`config.mk`:
```
export PLATFORM = sky130hd
export DESIGN_NAME = mem_arbiter
export DESIGN_NICKNAME = d
export VERILOG_FILES = /design/src/rtl/mem_arbiter.sv
export SDC_FILE = /design/constraint.sdc
export NUM_CORES = 1
export LEC_CHECK = 0
export ABC_AREA = 0
export CAP_MARGIN = 20
export CORE_ASPECT_RATIO = 1.1
export CORE_MARGIN = 1.5
export CORE_UTILIZATION = 36
export CTS_CLUSTER_SIZE = 8
export DETAILED_ROUTE_END_ITERATION = 10
export PLACE_DENSITY_LB_ADDON = 0.25
export SLEW_MARGIN = 25
export SYNTH_ARGS = -nofsm -noshare
export SYNTH_HDL_FRONTEND = slang
export SYNTH_SLANG_ARGS = --single-unit
```
`constraint.sdc`:
```
create_clock -name clk -period 3.86 [get_ports clk]
set_clock_uncertainty 0.1 [all_clocks]
set_input_delay 1.158 -clock clk [delete_from_list [all_inputs] [get_ports clk]]
set_output_delay 1.158 -clock clk [all_outputs]
set_load 0.02 [all_outputs]
```
`src/rtl/mem_arbiter.sv`:
```
// ============================================================================
// Module   : mem_arbiter
// Function : Round-robin single-port RAM arbiter (fetch / data) with data-side
//            lock for atomic RMW and a watchdog bounding fetch starvation.
// Revision : 1.0
// ============================================================================
`default_nettype none

module mem_arbiter #(
    parameter int ADDR_WIDTH = 16,
    parameter int DATA_WIDTH = 16,
    parameter int LOCK_MAX   = 8
) (
    input  logic                  clk,
    input  logic                  rst_n,
    input  logic                  f_req,
    input  logic [ADDR_WIDTH-1:0] f_addr,
    output logic                  f_ack,
    output logic                  f_rvalid,
    output logic [DATA_WIDTH-1:0] f_rdata,
    input  logic                  d_req,
    input  logic                  d_we,
    input  logic                  d_lock,
    input  logic [ADDR_WIDTH-1:0] d_addr,
    input  logic [DATA_WIDTH-1:0] d_wdata,
    output logic                  d_ack,
    output logic                  d_rvalid,
    output logic [DATA_WIDTH-1:0] d_rdata,
    output logic [ADDR_WIDTH-1:0] ram_addr,
    output logic                  ram_we,
    output logic [DATA_WIDTH-1:0] ram_wdata,
    input  logic [DATA_WIDTH-1:0] ram_rdata,
    output logic                  lock_err
);

    localparam logic [0:0] ST_OPEN   = 1'b0;
    localparam logic [0:0] ST_LOCKED = 1'b1;

    localparam int WD_W = (LOCK_MAX > 2) ? $clog2(LOCK_MAX) : 1;
    // Last watchdog value seen while locked before the forced release.
    localparam logic [WD_W-1:0] c_WD_LAST = WD_W'(LOCK_MAX - 2);

    logic [0:0]            r_state;
    logic [0:0]            w_state_next;
    logic [WD_W-1:0]       r_wd;
    logic                  r_last_data;
    logic                  r_f_rvalid;
    logic                  r_d_rvalid;
    logic [DATA_WIDTH-1:0] r_f_hold;
    logic [DATA_WIDTH-1:0] r_d_hold;
    logic                  r_lock_err;

    logic                  w_grant_f;
    logic                  w_grant_d;
    logic                  w_wd_expire;

    // Fetch only wins a tie when data was the previous grantee; never while locked.
    assign w_grant_f   = f_req & (r_state == ST_OPEN) & (~d_req | r_last_data);
    assign w_grant_d   = d_req & ~w_grant_f;
    assign w_wd_expire = (r_state == ST_LOCKED) && (r_wd == c_WD_LAST);

    always_ff @(posedge clk or negedge rst_n) begin
        if (!rst_n) begin
            r_state <= ST_OPEN;
            r_wd    <= '0;
        end else begin
            r_state <= w_state_next;
            r_wd    <= (r_state == ST_LOCKED) ? r_wd + WD_W'(1) : '0;
        end
    end

    always_comb begin
        w_state_next = r_state;
        case (r_state)
            ST_OPEN: begin
                if (w_grant_d && d_lock)
                    w_state_next = ST_LOCKED;
            end
            ST_LOCKED: begin
                if (w_wd_expire || (w_grant_d && !d_lock))
                    w_state_next = ST_OPEN;
            end
            default: w_state_next = ST_OPEN;
        endcase
    end

    always_comb begin
        f_ack     = w_grant_f;
        d_ack     = w_grant_d;
        ram_we    = w_grant_d & d_we;
        ram_addr  = '0;
        ram_wdata = '0;
        if (w_grant_f) begin
            ram_addr = f_addr;
        end else if (w_grant_d) begin
            ram_addr  = d_addr;
            ram_wdata = d_wdata;
        end
    end

    always_ff @(posedge clk or negedge rst_n) begin
        if (!rst_n) begin
            r_last_data <= 1'b1;
            r_lock_err  <= 1'b0;
            r_f_rvalid  <= 1'b0;
            r_d_rvalid  <= 1'b0;
            r_f_hold    <= '0;
            r_d_hold    <= '0;
        end else begin
            if (w_wd_expire || w_grant_d)
                r_last_data <= 1'b1;
            else if (w_grant_f)
                r_last_data <= 1'b0;
            if (w_wd_expire)
                r_lock_err <= 1'b1;
            r_f_rvalid <= w_grant_f;
            r_d_rvalid <= w_grant_d & ~d_we;
            if (r_f_rvalid)
                r_f_hold <= ram_rdata;
            if (r_d_rvalid)
                r_d_hold <= ram_rdata;
        end
    end

    // Read data passes straight through on the valid cycle, then holds.
    assign f_rvalid = r_f_rvalid;
    assign d_rvalid = r_d_rvalid;
    assign f_rdata  = r_f_rvalid ? ram_rdata : r_f_hold;
    assign d_rdata  = r_d_rvalid ? ram_rdata : r_d_hold;
    assign lock_err = r_lock_err;

endmodule

`default_nettype wire

```
# After elaboration in Yosys (flattened, before gate mapping)
# Cells that the tools add are included.
dict set report classes {
  addsub 1
  n_eq_ne 1
  muxes 12
  bitwise 10
  reduce_logical 7
}
# op count
set ops {}
lappend ops {{$mux 16} 6}
lappend ops {{$and 1x1->1} 5}
lappend ops {{$mux 1} 4}
lappend ops {{$not 1->1} 4}
lappend ops {{$add 3x1->3 const B} 1}
lappend ops {{$eq 3x3->1 const B} 1}
lappend ops {{$logic_and 1x1->1} 3}
lappend ops {{$mux 3} 1}
lappend ops {{$logic_or 1x1->1} 2}
lappend ops {{$pmux 1 s2} 1}
lappend ops {{$reduce_bool 2->1} 1}
lappend ops {{$logic_not 1->1} 1}
lappend ops {{$or 1x1->1} 1}
dict set report totals {
  reg_bits 40
  in_bits 70
  out_inout_bits 70
  elab_cells 39
}

# Depth between registers and ports, before layout
dict set report depth {
  word_depth 9
  mapped_depth 6
  mapped_depth_nobuf 5
}

# Worst setup path before layout
# Ideal clock, no wire load.
dict set report synth_path {
  kind {input -> output}
  start {in d_req}
  end {out ram_addr[10]}
  arrival_time_ns 2.045
  required_time_ns 2.602
  slack_ns 0.557
  path_stages 4
  cell_sequence {nor2b_1 > nor3b_4 > buf_6 > a22o_1}
}
dict set report synth_between {
  elab_chain_len 7
}
# item line_no
set synth_rtl {}
lappend synth_rtl {{start, declared} 21} ;# input logic d_req,
lappend synth_rtl {{$not 1->1 *} 58} ;# assign w_grant_f = f_req & (r_state == ST_OPEN) & (~d_req | r_last_data);
lappend synth_rtl {{$or 1x1->1 *} 58}
lappend synth_rtl {{$and 1x1->1 *} 58}
lappend synth_rtl {{named net f_ack} 18} ;# output logic f_ack,
lappend synth_rtl {{$not 1->1} 59} ;# assign w_grant_d = d_req & ~w_grant_f;
lappend synth_rtl {{$and 1x1->1} 59}
lappend synth_rtl {{$mux 16} 95} ;# end else if (w_grant_d) begin
lappend synth_rtl {{$mux 16 *} 93} ;# if (w_grant_f) begin
lappend synth_rtl {{end, declared} 29} ;# output logic [ADDR_WIDTH-1:0] ram_addr,
# The timed path passes the listed nets; every way through them passes the cells marked *.

# Worst setup path in the final report
dict set report layout_path {
  start {in d_req}
  end {out ram_addr[7]}
}
dict set report layout_between {
  elab_chain_len 7
}
# item line_no
set layout_rtl {}
lappend layout_rtl {{$not 1->1} 58}
lappend layout_rtl {{$or 1x1->1} 58}
lappend layout_rtl {{$and 1x1->1} 58}
lappend layout_rtl {{$not 1->1} 59}
lappend layout_rtl {{$and 1x1->1} 59}
lappend layout_rtl {{$mux 16} 95}
lappend layout_rtl {{$mux 16 *} 93}
# Mark *: on every way between the ends. The rest lies on a longest branch, timed or not.

==> impl_summary.txt <==
----------------------------------------------------
[Status]
  Run status ... finished, violations left
  Violated checks ... DRC

[STA]
  Setup-violating endpoint count in the final report ... 0
  Tightest hold margin ... 0.368 ns
  Final count of pins violating max slew ... 0
  Final hold viol count ... 0
  Total negative slack ... 0 ns
  Final worst path period need ... 3.81 ns
  Timing-limited maximum frequency ... 262 MHz
  Max-slew headroom ... 0.428
  Final cycle utilization of the critical path ... 0.987
  Slew @ Worst Pin ... about 0.86 ns

[Setup path]
  Reg2reg start ... f_rvalid$_DFF_PN0_
  CP cell instances ... clkdlybuf4s50_1, nor2b_4, nor3b_4, buf_12, a22o_1, clkdlybuf4s15_2
  Critical path fanouts, max ... 17
  Kind of end point of the critical path ... output port
  Start-to-end type of the worst setup path ... in2out
  Category of the worst setup path launch point ... input port
  Cell family with most CP delay ... buffers and inverters
  Data arrival time of the critical path ... ~2.6 ns
  Worst-path cell with the longest stage delay ... clkdlybuf4s50_1
  CP Buf/Inv Count ... 3
  Startpoint of the most critical setup path ... d_req
  CP peak stage delay ... about 0.44 ns
  Endpoint required time on the critical path ... 2.60 ns

[Worst hold path]
  HP Start ... r_wd[0]$_DFF_PN0_
  Hold WC Path Type ... reg2reg

[Clock network]
  Post-CTS clock slew at the launch and capture registers of the worst setup and hold paths ... approximately 0.070 ns
  Number of levels in the clock H-tree ... 2
  Clock latency on the worst-skew pair ... approximately 0.28 ns
  Cts bufs inserted ... 5
  CTS tree ... done
  Cell at the root of the clock tree ... clkbuf_8
  Number of sinks handled by clock tree synthesis ... 40
  Buffers from clock root to sink, at most ... 2

[Cells and area]
  Combined flip-flop and latch cell area ... about 1000 sq um
  Total area of multi-input combinational cells ... 782 sq um
  Inserted Diodes ... 0
  Fraction of layout cells with a size suffix above 1 ... 0.245
  Synthesis-to-layout area growth ... 80.0%
  Fin util ... 0.670
  Total Nets Final ... 353
  Filler Cell Count ... about 420
  Filler-free cell count of the finished design ... 340
  Layout Cell Area excl Fill ... around 3300 sq um

[Placement]
  Number of input and output port buffers inserted ... between 100 and 150
  Cell Area, Placed ... between 3000 and 4000 sq um
  Placer Congestion ... a little over 0.7
  Final HPWL from detailed placement ... 4020 um
  Total instance count after detailed placement ... 330

[Pwr]
  Pwr per Cell Area ... about 590 nW/um^2
  Switching power as a share of total power ... 0.356
  Part of the power in the clock network ... 0.138
  Share of power burned in registers ... 0.325
  Lkg Pwr ... approximately 1.6 nW
  Switching power ... slightly above 700 uW
  Share of total power in combinational logic ... 0.538
  Worst voltage drop across the vdd grid ... 0.000252 V
  Internal power consumption ... 1.28 mW

[GRT]
  Global routing usage on met2 ... 0.323
  Number of global-route vias before repair ... 1,704
  Met3 Resource Use GR ... 0.0770
  Aggregate global routing overflow ... 0
  Most Crowded Layer GR ... met2
  GR Util met1 ... 0.225
  Global-route wire length before repair ... a little over 8000 um
  Total Routing Usage GR ... 0.189
  Antenna violations before repair ... 0
  Pin count of the biggest net entering global routing ... just over 40

[Logic synthesis]
  Sequential area share after synthesis ... 0.539
  Post-synthesis area per instance ... between 10 and 15 sq um
  Unique masters post-synth ... 25
  Top FF cell, synth ... dfrtp_1
  Netlist area before placement ... roughly 1900 sq um
  Synth Warn # ... 0
  Largest cells by area after synthesis ... dfrtp_1 52%, mux2_2 19%, a22o_1 7.5%, and3_1 5.7%, buf_6 1.8%
  Syn_nets ... 210
  Number of flops mapped to enable cells by yosys ... 0
  Register bit total from synthesis ... 40
  Ys async rst share ... 1.00
  Top-area cell type share of the netlist area ... 0.525
  Cell type contributing the most total cell area after synthesis ... dfrtp_1
  Count of mapped cells out of synthesis ... 138

[Routing]
  Wire length per cell ... approximately 15 um
  Drt initial violations ... 75
  Count of nets left with antenna violations after detail routing ... 0
  Total wire length after detailed routing ... 5170 um
  Average vias per placed instance ... 4.92
  DRC ... 6
  Routed via count ... roughly 1,700
  DRT Pass-1 Iters ... 9

[Die]
  Std-Cell Core Area ... approximately 5000 sq um
  Area of the die ... 5610 sq um
  Die height ... around 78 um
  Die width ... between 70 and 80 um
  Number of placed I/O pins ... 140
  Num rows ... 27
  Starting Density ... 0.372

[Run]
  Max capacitance violation total ... 0

----------------------------------------------------
[cells by family after synthesis]
kind of cell | after synthesis | share of synthesized area
flops | 40 | 0.539
compound gates | 20 | 0.0901
simple gates | 31 | 0.114
fa+ha+maj | 2 | 0.0134
mux | 32 | 0.194
buf+inv | 12 | 0.0451
xor+xnor | 1 | 0.00471
[placed cells by master (no fill, tap or decap)]
master	count
a21oi_1	1
a22o_1	16
a2bb2oi_1	1
a31o_2	1
and2_1	1
and2_4	1
and3_1	17
buf_12	1
buf_2	9
buf_4	7
clkbuf_1	2
clkbuf_2	4
clkbuf_8	6
clkdlybuf4s15_2	4
clkdlybuf4s50_1	102
dfrtp_1	39
dfstp_2	1
dlygate4sd2_1	15
dlymetal6s2s_1	5
ha_1	2
inv_1	1
mux2_2	32
nand2_1	2
nand2b_1	1
nand3_1	2
nand3b_4	1
nor2_1	1
nor2b_1	3
nor2b_4	1
nor3b_4	1
o21ai_0	1
xor2_1	1
[routing by layer]
layer | vias up | wire, um
met5 | - | 0
met4 | 0 | 53
met3 | 5 | 523
met2 | 95 | 2580
met1 | 785 | 2010
li1 | 787 | -
[final cells by class]
class | count | share of cell area
clock buffers | 8 | 0.0269
inverters | 1 | 0.00112
multi-input cells | 86 | 0.234
flip-flops and latches | 40 | 0.299
well taps | 58 | 0.0217
repair buffers | 147 | 0.417
[Yosys cell counts, drive strengths merged, types with 2 or more instances]
master and instances:
buf 8, dfrtp 39, mux2 32, a22o 16, and2 2, and3 17, nand2 2, nand3 2
clkbuf 3, nor2b 4, ha 2
[per-stage QoR]
step                      power [mW]  setup slack, ns
after CTS                       2.02          0.00148
after floorplan                 1.23            0.557
after detailed placement        1.76           -0.350
final                           1.99           0.0499
after global routing            2.11          -0.0304
after global placement          1.75           -0.350
[power by group through the flow]
stage / Clock (mW) / Combinational (mW) / Sequential, mW
6_report: 0.274 / 1.07 / 0.645
3_3_place_gp: 0 / 1.10 / 0.646
3_5_place_dp: 0 / 1.11 / 0.652
4_1_cts: 0.285 / 1.09 / 0.646
5_1_grt: 0.303 / 1.14 / 0.666
2_1_floorplan: 0 / 0.606 / 0.629
[final timing paths]
kind                                               end  depth (start not counted)  slack (ns)
worst min-delay path                 r_wd[0]$_DFF_PN0_                          1        0.37
worst min register to register       r_wd[0]$_DFF_PN0_                          1        0.37
min in group asynchronous       r_f_hold[14]$_DFF_PN0_                          1        0.89
worst max register to register  r_f_hold[12]$_DFF_PN0_                          2        2.44
worst max-delay path                       ram_addr[7]                          6        0.05
max in group asynchronous       r_d_hold[12]$_DFF_PN0_                          1        2.24
[flip-flops by register name, summed over array words and instances (netlist names)]
| signal | cells |
|---|---|
| lock_err | 1 |
| r_state | 1 |
| d_rvalid | 1 |
| r_d_hold | 16 |
| r_wd | 3 |
| r_f_hold | 16 |
| f_rvalid | 1 |
| r_last_data | 1 |
[what timing repair did]
action / 4_1_cts / 5_1_grt
endpoints found under the setup margin: 35 / 20
setup buffers: 0 / 2
hold buffers: 0 / 0
gates resized for setup: 61 / 17
Power figures use the tool's default switching activity.
==> RTL change, RTL diff (same settings) <==
Put one more register stage on the output `lock_err`. The value now appears one clock later. The other outputs are not delayed to match.
--- a/src/rtl/mem_arbiter.sv
+++ b/src/rtl/mem_arbiter.sv
@@ -128,5 +128,7 @@
     assign f_rdata  = r_f_rvalid ? ram_rdata : r_f_hold;
     assign d_rdata  = r_d_rvalid ? ram_rdata : r_d_hold;
-    assign lock_err = r_lock_err;
+    always_ff @(posedge clk) begin
+        lock_err <= r_lock_err;
+    end
 
 endmodule
Formal check against the unedited RTL: not equivalent (a bounded check fails within 10 cycles, from zero or initial values and one cycle with rst_n low).
==> RTL change against the unedited design <==
- final cell count up 1.5%
- fmax down 0.13%
- power up 1.9%
- die area up 1.0%
- utilization up 0.59 points
- sequential cell count up 1
- synthesized area up 1.1%
- final area up 1.6%
- register-to-register slack better by 0.02 ns
- routed wire length up 1.1%
- global-route usage down 0.86 points
- setup slack worse by 0.0048 ns
- critical path type unchanged
- largest cell class unchanged
- highest routed layer unchanged
==> RTL change: results (changes against the unedited design) <==
* Global-route usage over all layers at 18.0% (was 18.9%)
* Tightest Pin Transition at 0.870 ns (was 0.859 ns)
* Router iterations before antenna repair at 6 (was 9)
* Hold wc startpoint: r_lock_err$_DFFE_PN0P_ (was r_wd[0]$_DFF_PN0_)
* Vias in the first global route at 1762 (was 1704)
* Gp weighted congestion at 0.760 (was 0.713)
* Layout net count at 358 (was 353)
* Critical R2R Capture: r_d_hold[13]$_DFF_PN0_ (was r_f_hold[12]$_DFF_PN0_)
* Critical path launch point: f_req (was d_req)
* # placed instances at 333 (was 330)
* Switching share of power at 35.5% (was 35.6%)
* Number of library cell types mapped by synthesis at 26 (was 25)
* Sequential area share after synthesis at 54.4% (was 53.9%)
* Clk pin slew, worst setup/hold paths at 0.07 ns (about the same)
* Total wirelength of the detailed-routed design at 5.22 mm (was 5.17 mm)
* Vias/cell at 4.95 (was 4.92)
* Startpoint of the most critical register-to-register path: d_rvalid$_DFF_PN0_ (was f_rvalid$_DFF_PN0_)
* Asr flop ratio synth at 97.6% (was 100%)
* Layout cells sized above 1 at 26.1% (was 24.5%)
* Reg-to-reg setup timing slack at 2.46 ns (was 2.44 ns)
* Global-route wire length before repair at 8.12 mm (was 8.29 mm)
* Worst hold path depth at 0 (was 1)
* Outcome: finished, final reports clean (was finished with violations)
* Length of routed met3 wiring at 492 um (was 523 um)
* Detailed router's first-iteration violation count at 39 (was 75)
* Met1 Usage GRT at 20.4% (was 22.5%)
* Met3 layer usage reported by global route at 6.85% (was 7.70%)
* Capture endpoint of the worst hold path: lock_err$_DFF_P_ (was r_wd[0]$_DFF_PN0_)
* Maximum vdd ir drop at 0.000267 V (was 0.000252 V)
* Number of standard cells in the layout, taps in and fillers out at 345 (was 340)
* Routed metal-1 wire length at 1.99 mm (was 2.01 mm)
* P_leak at 1.60 nW (about the same)
* Delay contributed by the slowest stage of the critical path at 0.49 ns (was 0.44 ns)
* Met2 wire length at 2.70 mm (was 2.58 mm)
* Global routing met2 resource utilization at 31.8% (was 32.3%)
* Half-perimeter wire length of the detailed placement result at 4.03 mm (was 4.02 mm)
* Critical path destination: ram_wdata[10] (was ram_addr[7])
* Total nets after synthesis at 211 (was 210)
* Cells after Synth at 139 (was 138)
* R2r worst-path depth at 2 (unchanged)
[RTL change: changes by cell type after synthesis]
cell | before | now
dfxtp_1 | 0 | 1
[RTL change: cells by family after synthesis]
family | count (synthesis) | share of synthesized area (%)
compound gates | 20 | 8.91
xor+xnor | 1 | 0.466
buf+inv | 12 | 4.46
simple gates | 31 | 11.3
fa+ha+maj | 2 | 1.33
flops | 41 | 54.4
mux | 32 | 19.2
[RTL change: metrics by stage]
stage | power [mW] | worst slack, ns | hold slack, ns | instance area, um^2 | TNS (ns)
CTS | 2.04 | -0.000235 | 0.289 | 3430 | -0.000235
global route | 2.14 | 0.00570 | 0.309 | 3400 | 0
global placement | 1.76 | -0.309 | 0.264 | 3330 | -7.42
floorplan | 1.25 | 0.557 | 0.248 | 1880 | 0
finish | 2.03 | 0.0452 | 0.289 | 3400 | 0
detailed placement | 1.78 | -0.319 | 0.264 | 3330 | -7.92
[RTL change: layout make-up]
class / count / area (um^2)
fillers: 414 / 1630
repair buffers: 151 / 1420
flip-flops and latches: 41 / 1020
multi-input cells: 86 / 782
clock buffers: 6 / 82.6
well taps: 58 / 72.6
clock inverters: 2 / 13.8
inverters: 1 / 3.75
[RTL change: timing repair]
item | CTS | global route
endpoints found under the hold margin | 0 | 0
gates resized for setup | 68 | 19
pin swaps | 0 | 1
buffers inserted | 0 | 2
setup endpoints to repair | 35 | 16
cloned | 0 | 2
[RTL change: worst reg2reg max path: stages, from the launching register on]
cell	delay, ns
dfrtp_1	0.55
buf_4	0.27
mux2_2	0.37
[RTL change: power groups by stage]
stage	Sequential [mW]	Combinational (mW)	Clock, mW
final	0.653	1.09	0.282
after global routing	0.669	1.16	0.314
after CTS	0.653	1.09	0.296
after detailed placement	0.661	1.12	0
after global placement	0.651	1.11	0
after floorplan	0.642	0.606	0
